`src/rtl/serial_subtractor.sv`:
```
// Bit-serial subtractor: diff = a - b - bin, one full-subtractor step per clock,
// LSB first, behind a start/busy/done handshake.
module serial_subtractor #(
    parameter int WIDTH = 8
) (
    input  logic             clk,
    input  logic             rst_n,
    input  logic             start,
    input  logic [WIDTH-1:0] a,
    input  logic [WIDTH-1:0] b,
    input  logic             bin,
    output logic             busy,
    output logic             done,
    output logic [WIDTH-1:0] diff,
    output logic             bout
);

    localparam int CW = (WIDTH > 2) ? $clog2(WIDTH) : 1;
    localparam logic [CW-1:0] CNT_LAST = CW'(WIDTH - 1);

    localparam logic [1:0] IDLE = 2'd0;
    localparam logic [1:0] RUN  = 2'd1;
    localparam logic [1:0] DONE = 2'd2;

    logic [1:0]       state_reg, state_next;
    logic [WIDTH-1:0] sa_reg, sa_next;
    logic [WIDTH-1:0] sb_reg, sb_next;
    logic [WIDTH-1:0] acc_reg, acc_next;
    logic [WIDTH-1:0] diff_reg, diff_next;
    logic [CW-1:0]    cnt_reg, cnt_next;
    logic             br_reg, br_next;
    logic             bout_reg, bout_next;
    logic             busy_reg, busy_next;
    logic             done_reg, done_next;

    // Single full-subtractor cell working on the current LSBs.
    logic x_bit, y_bit, d_bit, borrow_new;
    assign x_bit      = sa_reg[0];
    assign y_bit      = sb_reg[0];
    assign d_bit      = x_bit ^ y_bit ^ br_reg;
    assign borrow_new = (~x_bit & y_bit) | (~(x_bit ^ y_bit) & br_reg);

    always_comb begin
        state_next = state_reg;
        sa_next    = sa_reg;
        sb_next    = sb_reg;
        acc_next   = acc_reg;
        diff_next  = diff_reg;
        cnt_next   = cnt_reg;
        br_next    = br_reg;
        bout_next  = bout_reg;
        case (state_reg)
            IDLE, DONE: begin
                if (start) begin
                    sa_next    = a;
                    sb_next    = b;
                    br_next    = bin;
                    cnt_next   = '0;
                    acc_next   = '0;
                    state_next = RUN;
                end else begin
                    state_next = IDLE;
                end
            end
            RUN: begin
                sa_next  = sa_reg >> 1;
                sb_next  = sb_reg >> 1;
                acc_next = {d_bit, acc_reg[WIDTH-1:1]};
                br_next  = borrow_new;
                cnt_next = cnt_reg + CW'(1);
                // Last bit: publish result on the same edge that leaves RUN.
                if (cnt_reg == CNT_LAST) begin
                    diff_next  = {d_bit, acc_reg[WIDTH-1:1]};
                    bout_next  = borrow_new;
                    state_next = DONE;
                end
            end
            default: state_next = IDLE;
        endcase
        busy_next = (state_next == RUN);
        done_next = (state_next == DONE);
    end

    always_ff @(posedge clk or negedge rst_n) begin
        if (!rst_n) begin
            state_reg <= IDLE;
            sa_reg    <= '0;
            sb_reg    <= '0;
            acc_reg   <= '0;
            diff_reg  <= '0;
            cnt_reg   <= '0;
            br_reg    <= 1'b0;
            bout_reg  <= 1'b0;
            busy_reg  <= 1'b0;
            done_reg  <= 1'b0;
        end else begin
            state_reg <= state_next;
            sa_reg    <= sa_next;
            sb_reg    <= sb_next;
            acc_reg   <= acc_next;
            diff_reg  <= diff_next;
            cnt_reg   <= cnt_next;
            br_reg    <= br_next;
            bout_reg  <= bout_next;
            busy_reg  <= busy_next;
            done_reg  <= done_next;
        end
    end

    assign busy = busy_reg;
    assign done = done_reg;
    assign diff = diff_reg;
    assign bout = bout_reg;

endmodule

```
`config.mk`:
```
export PLATFORM = sky130hd
export DESIGN_NAME = serial_subtractor
export DESIGN_NICKNAME = d
export VERILOG_FILES = /design/src/rtl/serial_subtractor.sv
export SDC_FILE = /design/constraint.sdc
export NUM_CORES = 1
export LEC_CHECK = 0
export ABC_CLOCK_PERIOD_IN_PS = 1600
export BUFFER_PORTS_ARGS = -buffer_cell sky130_fd_sc_hd__buf_2
export CAP_MARGIN = 10
export CELL_PAD_IN_SITES_DETAIL_PLACEMENT = 1
export CELL_PAD_IN_SITES_GLOBAL_PLACEMENT = 2
export CORE_UTILIZATION = 36
export CTS_CLUSTER_DIAMETER = 120
export DETAILED_ROUTE_END_ITERATION = 7
export GPL_TIMING_DRIVEN = 0
export MAX_ROUTING_LAYER = met4
export PLACE_DENSITY = 0.87
export SLEW_MARGIN = 20
export SYNTH_ARGS = -nofsm -noshare
export SYNTH_HDL_FRONTEND = slang
export SYNTH_SLANG_ARGS = --single-unit
```
`constraint.sdc`:
```
create_clock -name clk -period 1.6 [get_ports clk]
set_input_delay 0.08 -clock clk [delete_from_list [all_inputs] [get_ports clk]]
set_output_delay 0.08 -clock clk [all_outputs]
set_load 0.05 [all_outputs]
```
==> flow_summary.json <==
{
  "clkTransAtPathRegs_ns": 0.08,
  "synth_common_cells": "dfrtp_1 (40), nand2_1 (32), a21oi_1 (16), mux2i_1 (16)",
  "final_layout_size_suffix_gt1_share_pct": 26.7,
  "timing.max_cap.violations": 0,
  "grt_pass1_wl_um": 7960,
  "fp.dieH_um": 77.3,
  "rows": 27,
  "endpoint": "acc_reg[7]$_DFFE_PN0P_",
  "clockPowerShare_pct": 19.4,
  "seqPwrFrac_pct": 37.2,
  "die_w_um": 77.3,
  "synthTopCellsByArea": "dfrtp_1 (49%), mux2i_1 (7.8%), nand2_1 (5.9%), a211oi_1 (5.5%), nor2b_1 (4.6%)",
  "grt_max_degree": 41,
  "path_max_fanout": 3,
  "die_area_mm2": 0.00598,
  "synth_top_area_share_pct": 49.0,
  "min_delay_path_depth": 3,
  "r2r_start": "sa_reg[0]$_DFFE_PN0P_",
  "instances_no_fill": 304,
  "portBuffers": 30,
  "drv_slew": 0,
  "avgViaCountPerCell": 4.95,
  "p_int_mw": 2.91,
  "final_area_mm2": 0.00242,
  "clk_latency_ns": 0.30,
  "synth_nets": 216,
  "yosys_warnings": 0,
  "clock_skew_ns": 0.00356,
  "top_layer": "met4",
  "period_share_pct": 94.8,
  "p_per_area_mw_per_mm2": 1950,
  "wl_met3_um": 136,
  "grt_pass1_vias": 1621,
  "grt_overflow": 0,
  "start_util_pct": 37.3,
  "timing.fmax_mhz": 659,
  "rsz0062_at_grt": "false",
  "setup_violations": 0,
  "maxSlewHeadroom_pct": 36.2,
  "power_switching_mw": 1.82,
  "antenna_found_initial": 0,
  "synth_cell_type_count": 25,
  "synthSimpleGateAreaFrac_pct": 14.1,
  "leakagePower_nw": 1.11,
  "synth_seq_cells": 40,
  "synth_edf_count": 0,
  "synthArstFlopShare_pct": 100,
  "num_io_pins": 31,
  "yosysSeqAreaShare_pct": 49.0,
  "cts_buffers": 5,
  "p_total_mw": 4.73,
  "syn_area_mm2": 0.00204,
  "r2r_setup_slack_ns": 0.08,
  "synth-compound-area-share_pct": 13.2,
  "worst_pin_slew_ns": 0.958,
  "yosysMostFrequentCell": "dfrtp_1",
  "ys.flop_type": "dfrtp_1",
  "dr.first_iter.drc_count": 45,
  "vdd_drop_max_uv": 660,
  "startpoint_type": "register",
  "postLayoutCoreUtil_pct": 44.3,
  "post-place-cells": 295,
  "startpoint": "sa_reg[0]$_DFFE_PN0P_",
  "r2r_end": "acc_reg[7]$_DFFE_PN0P_",
  "drt-total-wl_um": 4610,
  "hold_class": "input port to register",
  "end_kind": "register",
  "synth_top_family_by_area": "multiplexers",
  "yosysTopAreaCell": "dfrtp_1",
  "routabilityCongestion": 0.713,
  "worst-setup-path-type": "register to register",
  "vias": 1504,
  "cts_tree": "done",
  "hold_viol": 0,
  "fin_hold_ws_ns": 0.0533,
  "p_sw_share_pct": 38.5,
  "first_pass_iters": 3,
  "ant_nets": 0,
  "nets": 254,
  "syn_to_final_growth_pct": 18.7,
  "cts.path.max_buffers": 2,
  "htree_num_levels": 2,
  "cp_data_required_time_ns": 1.76,
  "design.core.area_mm2": 0.00547,
  "place_area_mm2": 0.00228,
  "hpwl_um": 3060,
  "wl_met2_um": 2230,
  "crit_arrival_ns": 1.67,
  "synth_area_per_cell_um2": 10.6,
  "cts_sinks": 40,
  "grt_usage_pct": 17.7,
  "drc": 0,
  "met1Wirelength_um": 2180,
  "diodes": 0,
  "synth_xor_area_share_pct": 0.429,
  "period_needed_ns": 1.52,
  "reg2reg_depth": 4,
  "syn_inst": 193,
  "synth_fa_ha_area_share_pct": 2.20,
  "cts-root-buf": "clkbuf_8",
  "pwr-share-comb_pct": 43.5,
  "status": "completed",
  "synth_mux_area_share_pct": 14.6,
  "wl_per_cell_um": 15.2
}
how the worst min path moves through the flow:
stage / from / to / slack (ns)
final: bin / br_reg$_DFFE_PN0P_ / 0.05
after global routing: a[4] / sa_reg[4]$_DFFE_PN0P_ / 0.07
after CTS: a[2] / sa_reg[2]$_DFFE_PN0P_ / 0.05
after detailed placement: rst_n / diff[1]$_DFFE_PN0P_ / 0.28
after global placement: rst_n / diff[0]$_DFFE_PN0P_ / 0.28
after floorplan: rst_n / acc_reg[1]$_DFFE_PN0P_ / -0.22
cells in the final DEF, fill, tap and decap left out:
| master | netlist | routed |
|---|---|---|
| dfrtp_1 | 40 | 40 |
| mux2_4 | 4 | 4 |
| nand3_1 | 2 | 2 |
| a21oi_1 | 16 | 16 |
| bufinv_16 | 0 | 1 |
| mux2_2 | 7 | 7 |
| nand3b_1 | 1 | 1 |
| mux2i_1 | 16 | 16 |
| buf_12 | 2 | 2 |
| o21ai_0 | 10 | 10 |
| inv_1 | 3 | 3 |
| nand2b_1 | 7 | 7 |
| nor2_1 | 2 | 2 |
| a22o_1 | 3 | 3 |
| nor2_2 | 1 | 1 |
| ha_1 | 2 | 2 |
| dlygate4sd3_1 | 0 | 1 |
| buf_4 | 3 | 4 |
| nand2_1 | 32 | 32 |
| buf_2 | 4 | 33 |
| a211oi_1 | 15 | 15 |
| buf_6 | 2 | 2 |
| nor2b_1 | 15 | 15 |
| xnor2_1 | 1 | 1 |
| clkbuf_1 | 3 | 3 |
| clkbuf_8 | 0 | 7 |
| fa_1 | 1 | 1 |
| inv_4 | 0 | 1 |
routing by layer:
metal	global-route usage, %	vias to the layer above
met2	28.9	29
met5	-	-
li1	-	736
met4	5.09	0
met3	3.53	6
met1	22.3	733
cells by family after synthesis:
family	count (synthesis)
flip-flops	40
AO/OA/AOI/OAI	44
buffers and inverters	18
adder cells (fa/ha/maj)	3
AND/OR/NAND/NOR	60
XOR/XNOR	1
multiplexers	27
critical path, stage by stage, from the launching register on:
cell     delay (ns)
dfrtp_1        0.42
fa_1           0.52
mux2_2         0.27
nand2_1        0.07
o21ai_0        0.09
what timing repair did:
item                                    CTS  global route
pin swaps                                 0             1
hold buffers                              1             0
resized for setup                         1             3
setup buffers                             0             0
hold endpoints to repair                 40             0
endpoints found under the setup margin    8             1
power by group through the flow:
stage / Clock (mW) / Combinational (mW) / Sequential, mW
2_1_floorplan: 0 / 1.29 / 2.06
3_3_place_gp: 0 / 1.99 / 1.76
3_5_place_dp: 0 / 2.07 / 1.79
4_1_cts: 0.951 / 2.09 / 1.77
5_1_grt: 0.983 / 2.30 / 1.83
6_report: 0.917 / 2.06 / 1.76
cell type report:
type,instances,area [µm²]
clock inverter,1,30.0
timing repair buffer,31,160
clock buffer,7,96.3
sequential,40,1000
buffer,14,119
tap,72,90.1
multi-input combinational,135,911
fill,654,3050
inverter,4,17.5
metrics by stage:
stage,TNS [ns],setup slack [ns]
finish,0,0.0837
global route,0,0.00901
CTS,0,0.0782
detailed placement,-0.0000777,-0.0000615
global placement,0,0.0160
floorplan,0,0.182
Note: power is estimated with default switching activity, not from simulation.
